## src/rtl/roba_k_precompute_sched_pkg.sv

```systemverilog
// Shared constants and helpers for the RoBA K pre-computation scheduler.
// Both derived widths go through clog2_min1 so a degenerate parameter never yields a zero-width bus.
package roba_pkg;

    localparam int B_BW_DEF    = 8;
    localparam int NUM_REQ_DEF = 4;

    function automatic int clog2_min1(input int n);
        return (n <= 2) ? 1 : $clog2(n);
    endfunction

endpackage

```

## src/rtl/roba_k_precompute_sched_if.sv

```systemverilog
// Requester/result bundle for the K scheduler.
// master = requesters plus downstream shifter; slave = the scheduler itself.
interface roba_k_precompute_sched_if
    import roba_pkg::*;
#(
    parameter int B_BW    = B_BW_DEF,
    parameter int NUM_REQ = NUM_REQ_DEF
);
    localparam int K_W  = clog2_min1(B_BW);
    localparam int ID_W = clog2_min1(NUM_REQ);

    logic [NUM_REQ-1:0]      req_valid;
    logic [NUM_REQ-1:0]      req_ready;
    logic [NUM_REQ*B_BW-1:0] req_b;
    logic                    out_valid;
    logic                    out_ready;
    logic [K_W-1:0]          out_k;
    logic                    out_zero;
    logic [B_BW-1:0]         out_b;
    logic [ID_W-1:0]         out_id;
    logic                    busy;

    modport master (
        output req_valid, req_b, out_ready,
        input  req_ready, out_valid, out_k, out_zero, out_b, out_id, busy
    );

    modport slave (
        input  req_valid, req_b, out_ready,
        output req_ready, out_valid, out_k, out_zero, out_b, out_id, busy
    );

endinterface

```

## src/rtl/roba_k_precompute_sched_lod.sv

```systemverilog
// Leading-one detector and encoder: index of the most significant set bit of B.
// An all-zero operand reports index 0 with zero_o raised.
module roba_lod_encode
    import roba_pkg::*;
#(
    parameter  int B_BW = B_BW_DEF,
    localparam int K_W  = clog2_min1(B_BW)
) (
    input  logic [B_BW-1:0] b_i,
    output logic [K_W-1:0]  k_o,
    output logic            zero_o
);

    // NOTE: every output of a combinational block gets a default first; a path that skips an assignment infers a latch.
    always_comb begin
        k_o    = '0;
        zero_o = 1'b1;
        // Ascending scan: the last hit is the highest set bit.
        for (int i = 0; i < B_BW; i++) begin
            if (b_i[i]) begin
                k_o    = K_W'(i);
                zero_o = 1'b0;
            end
        end
    end

endmodule

```

## src/rtl/roba_k_precompute_sched.sv

```systemverilog
// Round-robin shared LOD scheduler: arbitrate -> S1 (B, id) -> LOD/encode -> S2 (k, zero, b, id).
// Two-deep pipeline with full-throughput stall chain; accept at cycle N gives out_valid at N+2.
module roba_k_precompute_sched
    import roba_pkg::*;
#(
    parameter  int B_BW    = B_BW_DEF,
    parameter  int NUM_REQ = NUM_REQ_DEF,
    localparam int K_W     = clog2_min1(B_BW),
    localparam int ID_W    = clog2_min1(NUM_REQ)
) (
    input logic                       clk,
    input logic                       rst_n,
    roba_k_precompute_sched_if.slave  bus
);

    logic                s1_valid_q, s1_valid_d;
    logic [B_BW-1:0]     s1_b_q, s1_b_d;
    logic [ID_W-1:0]     s1_id_q, s1_id_d;

    logic                out_valid_q, out_valid_d;
    logic [K_W-1:0]      out_k_q, out_k_d;
    logic                out_zero_q, out_zero_d;
    logic [B_BW-1:0]     out_b_q, out_b_d;
    logic [ID_W-1:0]     out_id_q, out_id_d;

    logic [ID_W-1:0]     ptr_q, ptr_d;

    logic                s2_adv;
    logic                s1_adv;
    logic                accept_en;
    logic                take;
    logic [ID_W-1:0]     cand;
    logic [ID_W-1:0]     grant_id;
    logic [NUM_REQ-1:0]  grant;
    logic [B_BW-1:0]     grant_b;

    logic [K_W-1:0]      lod_k;
    logic                lod_zero;

    assign s2_adv    = !out_valid_q || bus.out_ready;
    assign s1_adv    = s1_valid_q && s2_adv;
    // Gating with rst_n keeps req_ready at zero while reset is held, even with requesters valid.
    assign accept_en = rst_n && (!s1_valid_q || s1_adv);

    // First valid requester at or after the pointer, wrapping upward.
    always_comb begin
        take     = 1'b0;
        cand     = '0;
        grant_id = '0;
        grant    = '0;
        grant_b  = '0;
        if (accept_en) begin
            for (int off = 0; off < NUM_REQ; off++) begin
                cand = ID_W'((int'(ptr_q) + off) % NUM_REQ);
                if (!take && bus.req_valid[cand]) begin
                    take     = 1'b1;
                    grant_id = cand;
                end
            end
        end
        for (int i = 0; i < NUM_REQ; i++) begin
            if (take && grant_id == ID_W'(i)) begin
                grant[i] = 1'b1;
                grant_b  = bus.req_b[i*B_BW +: B_BW];
            end
        end
    end

    roba_lod_encode #(
        .B_BW   (B_BW)
    ) u_lod (
        .b_i    (s1_b_q),
        .k_o    (lod_k),
        .zero_o (lod_zero)
    );

    always_comb begin
        ptr_d       = ptr_q;
        s1_valid_d  = s1_valid_q;
        s1_b_d      = s1_b_q;
        s1_id_d     = s1_id_q;
        out_valid_d = out_valid_q;
        out_k_d     = out_k_q;
        out_zero_d  = out_zero_q;
        out_b_d     = out_b_q;
        out_id_d    = out_id_q;

        if (take) begin
            ptr_d = (grant_id == ID_W'(NUM_REQ - 1)) ? '0 : grant_id + 1'b1;
        end

        // S1 either empties or refills whenever it is allowed to accept.
        if (accept_en) begin
            s1_valid_d = take;
            if (take) begin
                s1_b_d  = grant_b;
                s1_id_d = grant_id;
            end
        end

        if (s2_adv) begin
            out_valid_d = s1_valid_q;
            if (s1_valid_q) begin
                out_k_d    = lod_k;
                out_zero_d = lod_zero;
                out_b_d    = s1_b_q;
                out_id_d   = s1_id_q;
            end
        end
    end

    // NOTE: state registers use non-blocking assignments so every flop samples pre-edge values.
    always_ff @(posedge clk or negedge rst_n) begin
        if (!rst_n) begin
            // NOTE: payload registers are reset too, because the out_* ports have defined reset values.
            ptr_q       <= '0;
            s1_valid_q  <= 1'b0;
            s1_b_q      <= '0;
            s1_id_q     <= '0;
            out_valid_q <= 1'b0;
            out_k_q     <= '0;
            out_zero_q  <= 1'b0;
            out_b_q     <= '0;
            out_id_q    <= '0;
        end else begin
            ptr_q       <= ptr_d;
            s1_valid_q  <= s1_valid_d;
            s1_b_q      <= s1_b_d;
            s1_id_q     <= s1_id_d;
            out_valid_q <= out_valid_d;
            out_k_q     <= out_k_d;
            out_zero_q  <= out_zero_d;
            out_b_q     <= out_b_d;
            out_id_q    <= out_id_d;
        end
    end

    assign bus.req_ready = grant;
    assign bus.out_valid = out_valid_q;
    assign bus.out_k     = out_k_q;
    assign bus.out_zero  = out_zero_q;
    assign bus.out_b     = out_b_q;
    assign bus.out_id    = out_id_q;
    assign bus.busy      = s1_valid_q || out_valid_q;

endmodule

```

## src/flat_wrapper.sv

```systemverilog
// flat-port wrapper written by rule: the top's interface ports become plain ports
module roba_k_precompute_sched_flat import roba_pkg::*;
#(
    parameter  int B_BW    = B_BW_DEF,
    parameter  int NUM_REQ = NUM_REQ_DEF,
    localparam int K_W     = clog2_min1(B_BW),
    localparam int ID_W    = clog2_min1(NUM_REQ)
)
  (clk, rst_n, bus_req_valid, bus_req_b, bus_out_ready, bus_req_ready, bus_out_valid, bus_out_k, bus_out_zero, bus_out_b, bus_out_id, bus_busy);
  roba_k_precompute_sched_if #(.B_BW(B_BW), .NUM_REQ(NUM_REQ)) bus_i ();
  input logic clk;
  input logic rst_n;
  input wire logic [$bits(bus_i.req_valid)-1:0] bus_req_valid;
  input wire logic [$bits(bus_i.req_b)-1:0] bus_req_b;
  input wire logic [$bits(bus_i.out_ready)-1:0] bus_out_ready;
  output wire logic [$bits(bus_i.req_ready)-1:0] bus_req_ready;
  output wire logic [$bits(bus_i.out_valid)-1:0] bus_out_valid;
  output wire logic [$bits(bus_i.out_k)-1:0] bus_out_k;
  output wire logic [$bits(bus_i.out_zero)-1:0] bus_out_zero;
  output wire logic [$bits(bus_i.out_b)-1:0] bus_out_b;
  output wire logic [$bits(bus_i.out_id)-1:0] bus_out_id;
  output wire logic [$bits(bus_i.busy)-1:0] bus_busy;
  assign bus_i.req_valid = bus_req_valid;
  assign bus_i.req_b = bus_req_b;
  assign bus_i.out_ready = bus_out_ready;
  assign bus_req_ready = bus_i.req_ready;
  assign bus_out_valid = bus_i.out_valid;
  assign bus_out_k = bus_i.out_k;
  assign bus_out_zero = bus_i.out_zero;
  assign bus_out_b = bus_i.out_b;
  assign bus_out_id = bus_i.out_id;
  assign bus_busy = bus_i.busy;
  roba_k_precompute_sched #(.B_BW(B_BW), .NUM_REQ(NUM_REQ)) u_core (.clk(clk), .rst_n(rst_n), .bus(bus_i));
endmodule
```

## config.mk

```make
export PLATFORM = sky130hd
export DESIGN_NAME = roba_k_precompute_sched_flat
export DESIGN_NICKNAME = d
export VERILOG_FILES = /design/src/rtl/roba_k_precompute_sched_pkg.sv /design/src/rtl/roba_k_precompute_sched_if.sv /design/src/rtl/roba_k_precompute_sched_lod.sv /design/src/rtl/roba_k_precompute_sched.sv /design/src/flat_wrapper.sv
export SDC_FILE = /design/constraint.sdc
export NUM_CORES = 1
export LEC_CHECK = 0
export ABC_AREA = 1
export BUFFER_PORTS_ARGS = -buffer_cell sky130_fd_sc_hd__buf_4
export CORE_MARGIN = 2
export CORE_UTILIZATION = 55
export DETAILED_ROUTE_END_ITERATION = 7
export GPL_ROUTABILITY_DRIVEN = 0
export MAX_ROUTING_LAYER = met4
export PLACE_DENSITY = 0.85
export SKIP_CTS_REPAIR_TIMING = 1
export SYNTH_ARGS = -nofsm -noshare
export SYNTH_HDL_FRONTEND = slang
export SYNTH_SLANG_ARGS = --single-unit
```

## constraint.sdc

```tcl
create_clock -name clk -period 5.1 [get_ports clk]
set_input_delay 0.765 -clock clk [delete_from_list [all_inputs] [get_ports clk]]
set_output_delay 0.765 -clock clk [all_outputs]
set_load 0.1 [all_outputs]
```

Word-level counts from Yosys, hierarchy flattened
Index checks and enable logic that the tools add are counted.
W data, S select, Z words.
{ "classes": {"n_addsub": 4, "order_cmp": 4, "n_eq_ne": 3, "mux": 45, "reduce_logical": 20} }
{ "op_table": {"columns": ["operator", "count"], "rows": [
  ["$mux W8", 4],
  ["$mux W1", 25],
  ["$mux W3", 6],
  ["$lt A2 B3 Y1 const B", 4],
  ["$mux W2", 6],
  ["$logic_and A1 B1 Y1", 9],
  ["$bmux W1 S2", 4],
  ["$logic_not A1 Y1", 5],
  ["$add A2 B1 Y2 const B", 2],
  ["$add A2 B2 Y2 const B", 2],
  ["$eq A2 B2 Y1 const B", 2],
  ["$reduce_and A2 Y1", 2],
  ["$logic_or A1 B1 Y1", 3],
  ["$eq A2 B1 Y1 const B", 1],
  ["$logic_not A2 Y1", 1]
]} }
{ "word_totals": {"register_bits": 28, "input_bits": 39, "output_inout_bits": 20, "elab_cells": 85} }

Depth between registers and ports, before layout
Gate-level depths: netlist of the first run.
{ "logic_depth": {"depth_word": 24, "ltp_mapped": 19, "ltp_nobuf": 18} }

Hierarchy
A second synthesis of the first run with hierarchy kept.
{ "unflattened": {"hier_cells": 264, "area_unflattened_um2": 1951.9} }
{ "modules_own_cells": {"columns": ["module", "n_inst", "cells_each", "area_each_um2", "seq_area_each_um2"], "rows": [
  ["roba_k_precompute_sched", 1, 246, 1875.5, 700.7],
  ["roba_lod_encode", 1, 18, 76.3, 0.0]
]} }

Least setup slack after synthesis of the first run
Ideal clock, no wire load.
{ "synth_path": {"path_kind": "flip-flop to output port", "startpoint": "register u_core.out_valid_q, in the netlist u_core.bus.out_valid", "endpoint": "output bus_req_ready[0]", "t_arrival_ps": 3198, "path_slack_ps": 1137, "stages_incl_launch_ff": 12, "path_cell_list": "dfrtp_1 -> inv_1 -> or2_2 -> o21ai_0 -> inv_1 -> clkbuf_1 -> o21ai_0 -> inv_1 -> nand2_1 -> ha_1 -> inv_1 -> nor2_2"} }
{ "synth_via": {"elab_chain_cells": 9, "elab_cells_between_ends": 10, "cone_classes": "3 x mux; 7 x reduce/logical"} }
{ "synth_lines": {"columns": ["item", "line", "rtl"], "rows": [
  ["start, declared", "roba_k_precompute_sched.sv:20", "logic out_valid_q, out_valid_d;"],
  ["start signal, assigned", "roba_k_precompute_sched.sv:130", "out_valid_q <= out_valid_d;"],
  ["$logic_not A1 Y1 *", "roba_k_precompute_sched.sv:40", "assign s2_adv = !out_valid_q || bus.out_ready;"],
  ["$logic_or A1 B1 Y1 *", "roba_k_precompute_sched.sv:40", null],
  ["$logic_and A1 B1 Y1 *", "roba_k_precompute_sched.sv:41", "assign s1_adv = s1_valid_q && s2_adv;"],
  ["$logic_or A1 B1 Y1 *", "roba_k_precompute_sched.sv:43", "assign accept_en = rst_n && (!s1_valid_q || s1_adv);"],
  ["$logic_and A1 B1 Y1 *", "roba_k_precompute_sched.sv:43", null],
  ["$mux W2", "roba_k_precompute_sched.sv:52", "if (accept_en) begin"],
  ["$logic_not A2 Y1", "roba_k_precompute_sched.sv:62", "if (take && grant_id == ID_W'(i)) begin"],
  ["$logic_and A1 B1 Y1 *", "roba_k_precompute_sched.sv:62", null],
  ["$mux W1 *", "roba_k_precompute_sched.sv:62", null],
  ["end, declared", "flat_wrapper.sv:16", "output wire logic [$bits(bus_i.req_ready)-1:0] bus_req_ready;"]
]} }
Every way passes the cells marked *; elsewhere a longest branch is shown, timed or not.

Final worst setup path of the first run
{ "layout_path": {"startpoint": "input rst_n", "endpoint": "output bus_req_ready[1]"} }
{ "layout_via": {"elab_chain_cells": 5, "elab_cells_between_ends": 6, "cone_classes": "1 x eq/ne; 3 x mux; 2 x reduce/logical"} }
{ "layout_lines": {"columns": ["item", "line", "rtl"], "rows": [
  ["start, declared", "flat_wrapper.sv:12", "input logic rst_n;"],
  ["$logic_and A1 B1 Y1", "roba_k_precompute_sched.sv:43", null],
  ["$mux W2", "roba_k_precompute_sched.sv:52", null],
  ["via u_core.grant_id[0]", "roba_k_precompute_sched.sv:33", "logic [ID_W-1:0] grant_id;"],
  ["$eq A2 B1 Y1", "roba_k_precompute_sched.sv:62", null],
  ["$logic_and A1 B1 Y1", "roba_k_precompute_sched.sv:62", null],
  ["$mux W1", "roba_k_precompute_sched.sv:62", null]
]} }
The timed path passes the listed nets, and every way through them passes these cells.

==> run_results.csv, run 1 <==
group,metric,value,unit
routing,ant_nets,0,
global_routing,grt_pass1_vias,1675,
clock_network,cts_htree_levels,1,
logic_synthesis,synthTopCellsByCount,"nand2_1 (87), inv_1 (47), dfrtp_1 (28), nor2_1 (28), o21ai_0 (14)",
placed_design,port_buffers,58,
logic_synthesis,syn-mean-instance-area,6.79,um^2
run_status,status,"completed",
sta,relSlewSlack,0.644,
clock_network,cts_made_buffers,3,
power_and_ir_drop,switching_share,0.607,
logic_synthesis,synth.top_cell.area_share,0.374,
sta,worst_pin_slew,532,ps
power_and_ir_drop,power.share.combinational,0.709,
setup_path,path_class,"in -> out",
logic_synthesis,yosysMostFrequentCell,"nand2_1",
logic_synthesis,yosysWarnings,0,
routing,avgRoutedWirePerCell,11.1,um
logic_synthesis,syn_area,0.00187,mm^2
routing,dr.pass1.iters,4,
sta,hold_viol,0,
power_and_ir_drop,power_density,718,mW/mm^2
clock_network,clk_pin_slew,140,ps
clock_network,clk_latency,320,ps
cells_and_area,finalNetCount,374,
logic_synthesis,synthFlopType,"dfrtp_1",
clock_network,clock-sinks,28,
setup_path,critPathTopFamily,"buffers and inverters",
logic_synthesis,yosys-top-cells-area,"dfrtp_1 (37%), nand2_1 (17%), inv_1 (9.4%)",
clock_network,cts_root_buf,"clkbuf_4",
power_and_ir_drop,p_leak,1.39,nW
global_routing,grt_max_degree,30,
logic_synthesis,yosys.area.top_type,"dfrtp_1",
die,die_w,62.4,um
logic_synthesis,syn-instance-count,276,
sta,tns,0,ps
flow_run,max-cap-violations,0,
cells_and_area,n_antenna_cell,0,
placed_design,hpwl,3.35,mm
global_routing,antenna_found_initial,0,
setup_path,critical_path.max_stage_delay,420,ps
setup_path,cp_data_required_time,4340,ps
clock_network,cts_tree,"yes",
routing,viasPerCell,4.95,
logic_synthesis,synth_cell_types,31,
setup_path,critPathMaxFanout,29,
placed_design,place_ws,1240,ps
setup_path,crit_slowest_cell,"ha_1",
logic_synthesis,synth_edf_count,0,
routing,vias,1860,
die,core-area,0.00331,mm^2
sta,fin_crit,3870,ps
sta,drv_slew,0,
routing,drtIter0Drc,140,
logic_synthesis,ys_ff_latch,28,
die,die_area,0.00389,mm^2
logic_synthesis,synth_fp_nets,319,
setup_path,start_kind,"primary input",
die,pin_count,59,
setup_path,crit_chain,"buf_4 -> o21ai_0 -> inv_1 -> nand3_1 -> inv_1 -> ha_1 -> inv_1 -> nor2_2 -> buf_4",
setup_path,cp_common_cell,"inv_1",
power_and_ir_drop,power_frac_seq,0.229,
die,num_rows,21,
global_routing,overflow,0,
sta,fin_worst_skew,4.41,ps
power_and_ir_drop,cellInternalPower,0.665,mW
min_path,hold_class,"in -> async",
global_routing,grt_pass1_wl,7.13,mm
power_and_ir_drop,max-vdd-ir-drop,0.347,mV
die,fp.dieH,62.4,um
cells_and_area,areaGrowthSynthToFinish,25.6,%
power_and_ir_drop,p_sw,1.02,mW
logic_synthesis,async_flop_share,1.00,
clock_network,clockBufferDepth,2,
routing,drc,0,
setup_path,critPathBufInv,5,
power_and_ir_drop,power_frac_clock,0.062,
global_routing,grt_usage,0.229,
sta,setup_viol,0,
sta,post-route-period-util,0.758,
sta,rsz0062_at_grt,"no",
routing,routed_wirelength,4.16,mm
logic_synthesis,yosysSeqAreaShare,0.374,
setup_path,crit_path_end_kind,"output port",
cells_and_area,drive_gt1_frac,0.255,
setup_path,worstPathArrival,3100,ps
sta,max_freq,0.259,GHz
die,start_util,0.566,
sta,postLayoutSetupSlackWorst,1230,ps
power by group through the flow:
stage	logic [mW]	registers [mW]	clock network, mW
6_report	1.20	0.387	0.105
5_1_grt	1.29	0.400	0.117
4_1_cts	1.20	0.386	0.107
3_5_place_dp	1.20	0.390	0
3_3_place_gp	1.18	0.389	0
2_1_floorplan	0.622	0.744	0
stage by stage:
stage / cells / util / power (mW) / hold WS (ps) / cell area, um^2
5_1_grt: 376 / 0.711 / 1.81 / 330 / 2350
3_5_place_dp: 372 / 0.700 / 1.59 / 468 / 2320
2_1_floorplan: 276 / - / 1.37 / 442 / 1870
3_3_place_gp: 372 / 0.700 / 1.56 / 466 / 2320
6_report: 376 / 0.711 / 1.69 / 320 / 2350
4_1_cts: 376 / 0.711 / 1.69 / 327 / 2350
layout make-up:
| cell class | count | area (um^2) |
|---|---|---|
| inverters | 52 | 195 |
| fillers | 307 | 957 |
| well taps | 46 | 57.6 |
| clock buffers | 4 | 36.3 |
| repair buffers | 58 | 435 |
| multi-input cells | 188 | 928 |
| flip-flops and latches | 28 | 701 |
state kept, by name, indices dropped and copies added, names as in the netlist:
name	flops
u_core.ptr_q	2
u_core.bus.out_valid	1
u_core.s1_valid_q	1
u_core.s1_b_q	8
u_core.bus.out_b	8
u_core.bus.out_id	2
u_core.bus.out_zero	1
u_core.s1_id_q	2
u_core.bus.out_k	3
cell usage in the layout, fill, tap and decap left out:
| cell type | netlist | final |
|---|---|---|
| nand4_1 | 13 | 13 |
| clkbuf_8 | 0 | 1 |
| nor2_4 | 1 | 1 |
| inv_2 | 3 | 3 |
| nor2_2 | 2 | 2 |
| nand3b_1 | 1 | 1 |
| nand2_1 | 87 | 87 |
| dfrtp_1 | 28 | 28 |
| nand3_1 | 6 | 6 |
| a21oi_1 | 6 | 6 |
| buf_4 | 1 | 58 |
| a22o_1 | 1 | 1 |
| o21ai_2 | 1 | 1 |
| clkbuf_4 | 0 | 3 |
| o2111ai_1 | 1 | 1 |
| and2_4 | 1 | 1 |
| o21ai_0 | 14 | 14 |
| or2_2 | 1 | 1 |
| o32ai_1 | 1 | 1 |
| inv_1 | 47 | 47 |
| nand2_2 | 8 | 8 |
| nand3_2 | 1 | 1 |
| nor2_1 | 28 | 28 |
| nand3_4 | 1 | 1 |
| ha_1 | 4 | 4 |
| o22ai_1 | 4 | 4 |
| a31oi_1 | 2 | 2 |
| nand2_4 | 3 | 3 |
| clkinv_1 | 2 | 2 |
| nor3_1 | 1 | 1 |
cell families after synthesis:
logic type               Yosys count  share of synthesized area
AND/OR/NAND/NOR                  154                      0.377
buffers and inverters             60                      0.131
AO/OA/AOI/OAI                     30                     0.0921
flip-flops                        28                      0.374
adder cells (fa/ha/maj)            4                     0.0267
per-layer routing:
| metal | GRT usage | up-vias | routed length, um |
|---|---|---|---|
| li1 | - | 967 | - |
| met3 | 0.0234 | 8 | 274 |
| met4 | 0.0889 | 0 | 79 |
| met5 | - | - | 0 |
| met2 | 0.370 | 71 | 1950 |
| met1 | 0.302 | 814 | 1860 |
final timing paths:
check / slack, ps / to / from / cells past startpoint
min in group clk: 500 / u_core.bus.out_b[6]$_DFFE_PN0P_ / u_core.bus.out_b[6]$_DFFE_PN0P_ / 2
setup reg to reg: 2340 / u_core.s1_b_q[5]$_DFFE_PN0P_ / u_core.ptr_q[0]$_DFFE_PN0P_ / 17
hold / removal: 320 / u_core.bus.out_valid$_DFFE_PN0P_ / rst_n / 1
setup / recovery: 1230 / bus_req_ready[1] / rst_n / 9
hold reg to reg: 500 / u_core.bus.out_b[6]$_DFFE_PN0P_ / u_core.bus.out_b[6]$_DFFE_PN0P_ / 2
max in group asynchronous: 4520 / u_core.s1_b_q[2]$_DFFE_PN0P_ / rst_n / 1
Power figures use the tool's default switching activity.
==> inputs of run 2 (changes only) <==
CORE_UTILIZATION = 46   (was 55)
PLACE_DENSITY = 0.76   (was 0.85)
clock period = 3.5 ns   (was 5.1 ns; I/O delays follow)
==> run 2 against run 1 <==
Routed wire length up 3.4%. Worst hold slack worse by 71 ps. Cell count up 1.6%. Flip-flop and latch count unchanged. Critical path depth up 4. Final area up 2.3%. Setup slack worse by 990 ps. Sequential share of layout area down 0.56 points. Register-to-register slack worse by 1500 ps. Clock power up 86%. Global-route usage down 2.8 points. First-iteration DRC count down 6.4%.
==> run_results.csv, run 2 (same netlist as run 1, synthesis figures left out) <==
group,metric,value,unit
sta,max_freq,0.307,GHz
global_routing,grt_pass1_vias,1632,
setup_path,crit_path_end_kind,"output port",
routing,vias,1828,
setup_path,critical_path.max_stage_delay,500,ps
power_and_ir_drop,power_frac_clock,0.077,
power_and_ir_drop,cellInternalPower,1.02,mW
placed_design,dp_cells,378,
cells_and_area,final_common_cell,"nand2_1",
setup_path,critPathBufInv,4,
clock_network,cts_htree_levels,1,
sta,tns,0,ps
die,num_rows,23,
cells_and_area,drive_gt1_frac,0.268,
global_routing,grt_max_degree,29,
sta,drv_slew,0,
power_and_ir_drop,p_sw,1.51,mW
placed_design,hpwl,3.39,mm
clock_network,cts_tree,"yes",
setup_path,cp_common_cell,"nand2_1",
global_routing,grt_pass1_wl,6.90,mm
setup_path,critPathMaxFanout,12,
run_status,status,"completed",
min_path,hold_class,"in -> async",
clock_network,clockBufferDepth,2,
setup_path,crit_slowest_cell,"dfrtp_2",
routing,viasPerCell,4.79,
routing,routed_wirelength,4.30,mm
die,die_w,67.8,um
sta,post-route-period-util,0.930,
clock_network,cts_root_buf,"clkbuf_8",
sta,rsz0062_at_grt,"no",
clock_network,clock-sinks,28,
global_routing,overflow,0,
setup_path,start_kind,"flop",
routing,drc,0,
clock_network,clk_pin_slew,90,ps
cells_and_area,seq_area,703,um^2
setup_path,cp_data_required_time,2970,ps
placed_design,placed_cell_area,0.00235,mm^2
cells_and_area,nFillCells,380,
cells_and_area,fin_cells,382,
sta,hold_viol,0,
setup_path,crit_chain,"inv_2 -> nand2_1 -> nand3_1 -> nand2_2 -> nor2_4 -> nand2_1 -> o2111ai_1 -> nand2_1 -> inv_1 -> ha_2 -> nand2_2 -> inv_1 -> buf_4",
setup_path,path_class,"reg -> out",
power_and_ir_drop,power_density,1050,mW/mm^2
sta,whs,250,ps
global_routing,grt_usage,0.201,
cells_and_area,areaGrowthSynthToFinish,28.4,%
sta,setup_viol,0,
routing,drtIter0Drc,131,
power_and_ir_drop,max-vdd-ir-drop,0.617,mV
sta,fin_worst_skew,2.14,ps
die,fp.dieH,67.8,um
global_routing,antenna_found_initial,0,
power_and_ir_drop,switching_share,0.597,
sta,worst_pin_slew,553,ps
die,start_util,0.472,
cells_and_area,final_cell_mix,"nand2_1 (87), buf_4 (60), inv_1 (47)",
power_and_ir_drop,power_frac_seq,0.223,
cells_and_area,multi_input_area,941,um^2
setup_path,critPathTopFamily,"simple AND/OR/NAND/NOR gates",
placed_design,port_buffers,58,
die,core-area,0.00397,mm^2
routing,avgRoutedWirePerCell,11.3,um
clock_network,clk_latency,270,ps
cells_and_area,finalNetCount,376,
cells_and_area,n_antenna_cell,0,
cells_and_area,fin_area,0.00241,mm^2
power_and_ir_drop,p_leak,1.41,nW
die,die_area,0.00460,mm^2
flow_run,max-cap-violations,0,
die,pin_count,59,
sta,fin_crit,3250,ps
sta,relSlewSlack,0.631,
clock_network,cts_made_buffers,3,
setup_path,worstPathArrival,2730,ps
routing,ant_nets,0,
power_and_ir_drop,power.share.combinational,0.700,
routing,dr.pass1.iters,4,
## run 2: changes by cell type in the layout (fill, tap and decap cells not counted), sizes merged
cell,before,now
buf,58,60
## run 2: power groups by stage
| stage | Clock [mW] | Combinational (mW) | Sequential (mW) |
|---|---|---|---|
| 6_report | 0.195 | 1.77 | 0.565 |
| 5_1_grt | 0.214 | 1.92 | 0.585 |
| 4_1_cts | 0.201 | 1.77 | 0.564 |
| 3_5_place_dp | 0 | 1.77 | 0.569 |
| 3_3_place_gp | 0 | 1.74 | 0.567 |
| 2_1_floorplan | 0 | 0.919 | 1.09 |
## run 2: layout make-up
cell class                 count  share of cell area
multi-input combinational    188               0.391
sequential                    28               0.292
timing repair buffer          60               0.187
inverter                      52              0.0811
tap                           50              0.0260
clock buffer                   4              0.0229
## run 2: routing by layer
layer / wire (um) / global-route usage / vias to the layer above
li1: - / - / 967
met1: 2040 / 0.267 / 811
met2: 2010 / 0.330 / 48
met3: 222 / 0.0247 / 2
met4: 26 / 0.0500 / 0
met5: 0 / - / -
## run 2: path summary, 6_finish.rpt
path / startpoint / end / slack, ps / cells past startpoint
min in group clk: u_core.bus.out_b[0]$_DFFE_PN0P_ / u_core.bus.out_b[0]$_DFFE_PN0P_ / 490 / 2
min reg2reg: u_core.bus.out_b[0]$_DFFE_PN0P_ / u_core.bus.out_b[0]$_DFFE_PN0P_ / 490 / 2
max: u_core.ptr_q[0]$_DFFE_PN0P_ / bus_req_ready[2] / 250 / 13
max reg2reg: u_core.ptr_q[0]$_DFFE_PN0P_ / u_core.s1_b_q[0]$_DFFE_PN0P_ / 880 / 15
max in group asynchronous: rst_n / u_core.ptr_q[0]$_DFFE_PN0P_ / 2980 / 2
min: rst_n / u_core.bus.out_id[1]$_DFFE_PN0P_ / 250 / 2
## run 2: stage by stage
| stage | util | worst slack, ps | power (mW) |
|---|---|---|---|
| detailed placement | 0.591 | 382 | 2.34 |
| finish | 0.606 | 246 | 2.53 |
| global placement | 0.591 | 495 | 2.31 |
| global route | 0.606 | 36.3 | 2.72 |
| floorplan | - | 111 | 2.00 |
| CTS | 0.605 | 80.3 | 2.54 |
==> inputs of run 3 (changes only) <==
RECOVER_POWER = 25   (was unset)
==> run 3 against run 2 <==
First-iteration DRC count unchanged. Critical path type unchanged. Largest power group unchanged. Worst hold slack improved by 240 ps. Die area unchanged. Critical path depth unchanged. Utilization decreased by 0.19 points. Highest routed layer unchanged. Largest cell class unchanged.
==> run_results.csv, run 3 (same netlist as run 1, synthesis figures left out) <==
group,metric,value,unit
routing,ant_nets,0,
routing,dr.pass1.iters,4,
cells_and_area,finalNetCount,376,
clock_network,cts_htree_levels,1,
sta,hold_viol,0,
routing,routed_wirelength,4.30,mm
cells_and_area,seq_area,703,um^2
die,die_area,0.00460,mm^2
routing,avgRoutedWirePerCell,11.3,um
clock_network,clockBufferDepth,2,
cells_and_area,nFillCells,382,
sta,postLayoutSetupSlackWorst,245,ps
placed_design,port_buffers,58,
clock_network,clk_latency,270,ps
cells_and_area,areaGrowthSynthToFinish,28.0,%
cells_and_area,drive_gt1_frac,0.262,
sta,drv_slew,0,
min_path,hold_class,"reg -> reg",
sta,rsz0062_at_grt,"no",
die,fp.dieH,67.8,um
run_status,status,"completed",
setup_path,crit_start,"u_core.ptr_q[0]$_DFFE_PN0P_",
routing,viasPerCell,4.77,
placed_design,hpwl,3.39,mm
cells_and_area,n_antenna_cell,0,
setup_path,r2r_setup_slack,870,ps
routing,drtIter0Drc,131,
global_routing,grt_pass1_vias,1632,
routing,vias,1821,
die,core-area,0.00397,mm^2
sta,fin_crit,3260,ps
setup_path,path_class,"reg -> out",
setup_path,timing.rr.end,"u_core.s1_b_q[0]$_DFFE_PN0P_",
power_and_ir_drop,p_leak,1.40,nW
setup_path,critPathMaxFanout,12,
min_path,hold_start,"u_core.bus.out_b[0]$_DFFE_PN0P_",
die,num_rows,23,
die,start_util,0.472,
setup_path,start_kind,"flop",
clock_network,clock-sinks,28,
power_and_ir_drop,power_density,1060,mW/mm^2
global_routing,overflow,0,
clock_network,clk_pin_slew,90,ps
min_path,worstHoldEndpoint,"u_core.bus.out_b[0]$_DFFE_PN0P_",
sta,tns,0,ps
routing,drc,0,
setup_path,cp_data_required_time,2970,ps
min_path,hold_path_depth,2,
sta,post-route-period-util,0.930,
clock_network,cts_tree,"yes",
setup_path,crit_path_end_kind,"output port",
sta,fin_worst_skew,1.96,ps
global_routing,antenna_found_initial,0,
placed_design,place_ws,382,ps
power_and_ir_drop,max-vdd-ir-drop,0.617,mV
global_routing,grt_usage,0.201,
flow_run,max-cap-violations,0,
setup_path,reg2reg_depth,15,
cells_and_area,final_common_cell,"nand2_1",
clock_network,cts_made_buffers,3,
cells_and_area,final_cell_mix,"nand2_1 (87), buf_4 (58), inv_1 (47)",
clock_network,cts_root_buf,"clkbuf_8",
cells_and_area,multi_input_area,941,um^2
die,die_w,67.8,um
global_routing,grt_max_degree,29,
sta,setup_viol,0,
sta,max_freq,0.307,GHz
setup_path,reg2reg_from,"u_core.ptr_q[0]$_DFFE_PN0P_",
sta,worst_pin_slew,1430,ps
die,pin_count,59,
setup_path,worstPathArrival,2730,ps
sta,relSlewSlack,0.0442,
global_routing,grt_pass1_wl,6.90,mm
-- run 3: report_power, final --
group | internal, mW | switching [mW]
registers | 0.466 | 0.0999
logic | 0.452 | 1.32
clock network | 0.101 | 0.0941
total | 1.02 | 1.51
-- run 3: how the worst max path moves through the flow --
stage,cells past startpoint,to,slack (ps)
6_report,13,bus_req_ready[2],240
5_1_grt,13,bus_req_ready[0],40
4_1_cts,13,bus_req_ready[2],80
3_5_place_dp,14,bus_req_ready[2],380
3_3_place_gp,14,bus_req_ready[2],490
2_1_floorplan,10,bus_req_ready[2],110
-- run 3: area by class of cell --
class / instances / area share
sequential: 28 / 0.293
tap: 50 / 0.0261
timing repair buffer: 60 / 0.185
clock buffer: 4 / 0.0229
multi-input combinational: 188 / 0.392
inverter: 52 / 0.0813
-- run 3: through the flow --
stage	util	std cells	hold WS, ps	total power, mW	instance area [um^2]
floorplan	-	276	229	2.00	1890
global placement	0.591	378	467	2.31	2350
detailed placement	0.591	378	471	2.34	2350
CTS	0.605	382	259	2.54	2400
global route	0.604	382	506	2.72	2400
finish	0.604	382	490	2.53	2400
-- run 3: routing by layer --
layer,part of all wire,up-vias,GRT usage
met5,0,-,-
met4,0.0060,0,0.0500
met1,0.47,801,0.267
met3,0.054,2,0.0247
met2,0.47,52,0.330
li1,-,966,-
-- run 3: critical path, stage by stage, from the launching register on --
cell       delay [ps]
dfrtp_2           500
inv_2             130
nand2_1            80
nand3_1           140
nand2_2           100
nor2_4            150
nand2_1            90
o2111ai_1         190
nand2_1           150
inv_1             110
ha_2              280
nand2_2           160
inv_1              90
buf_4             280
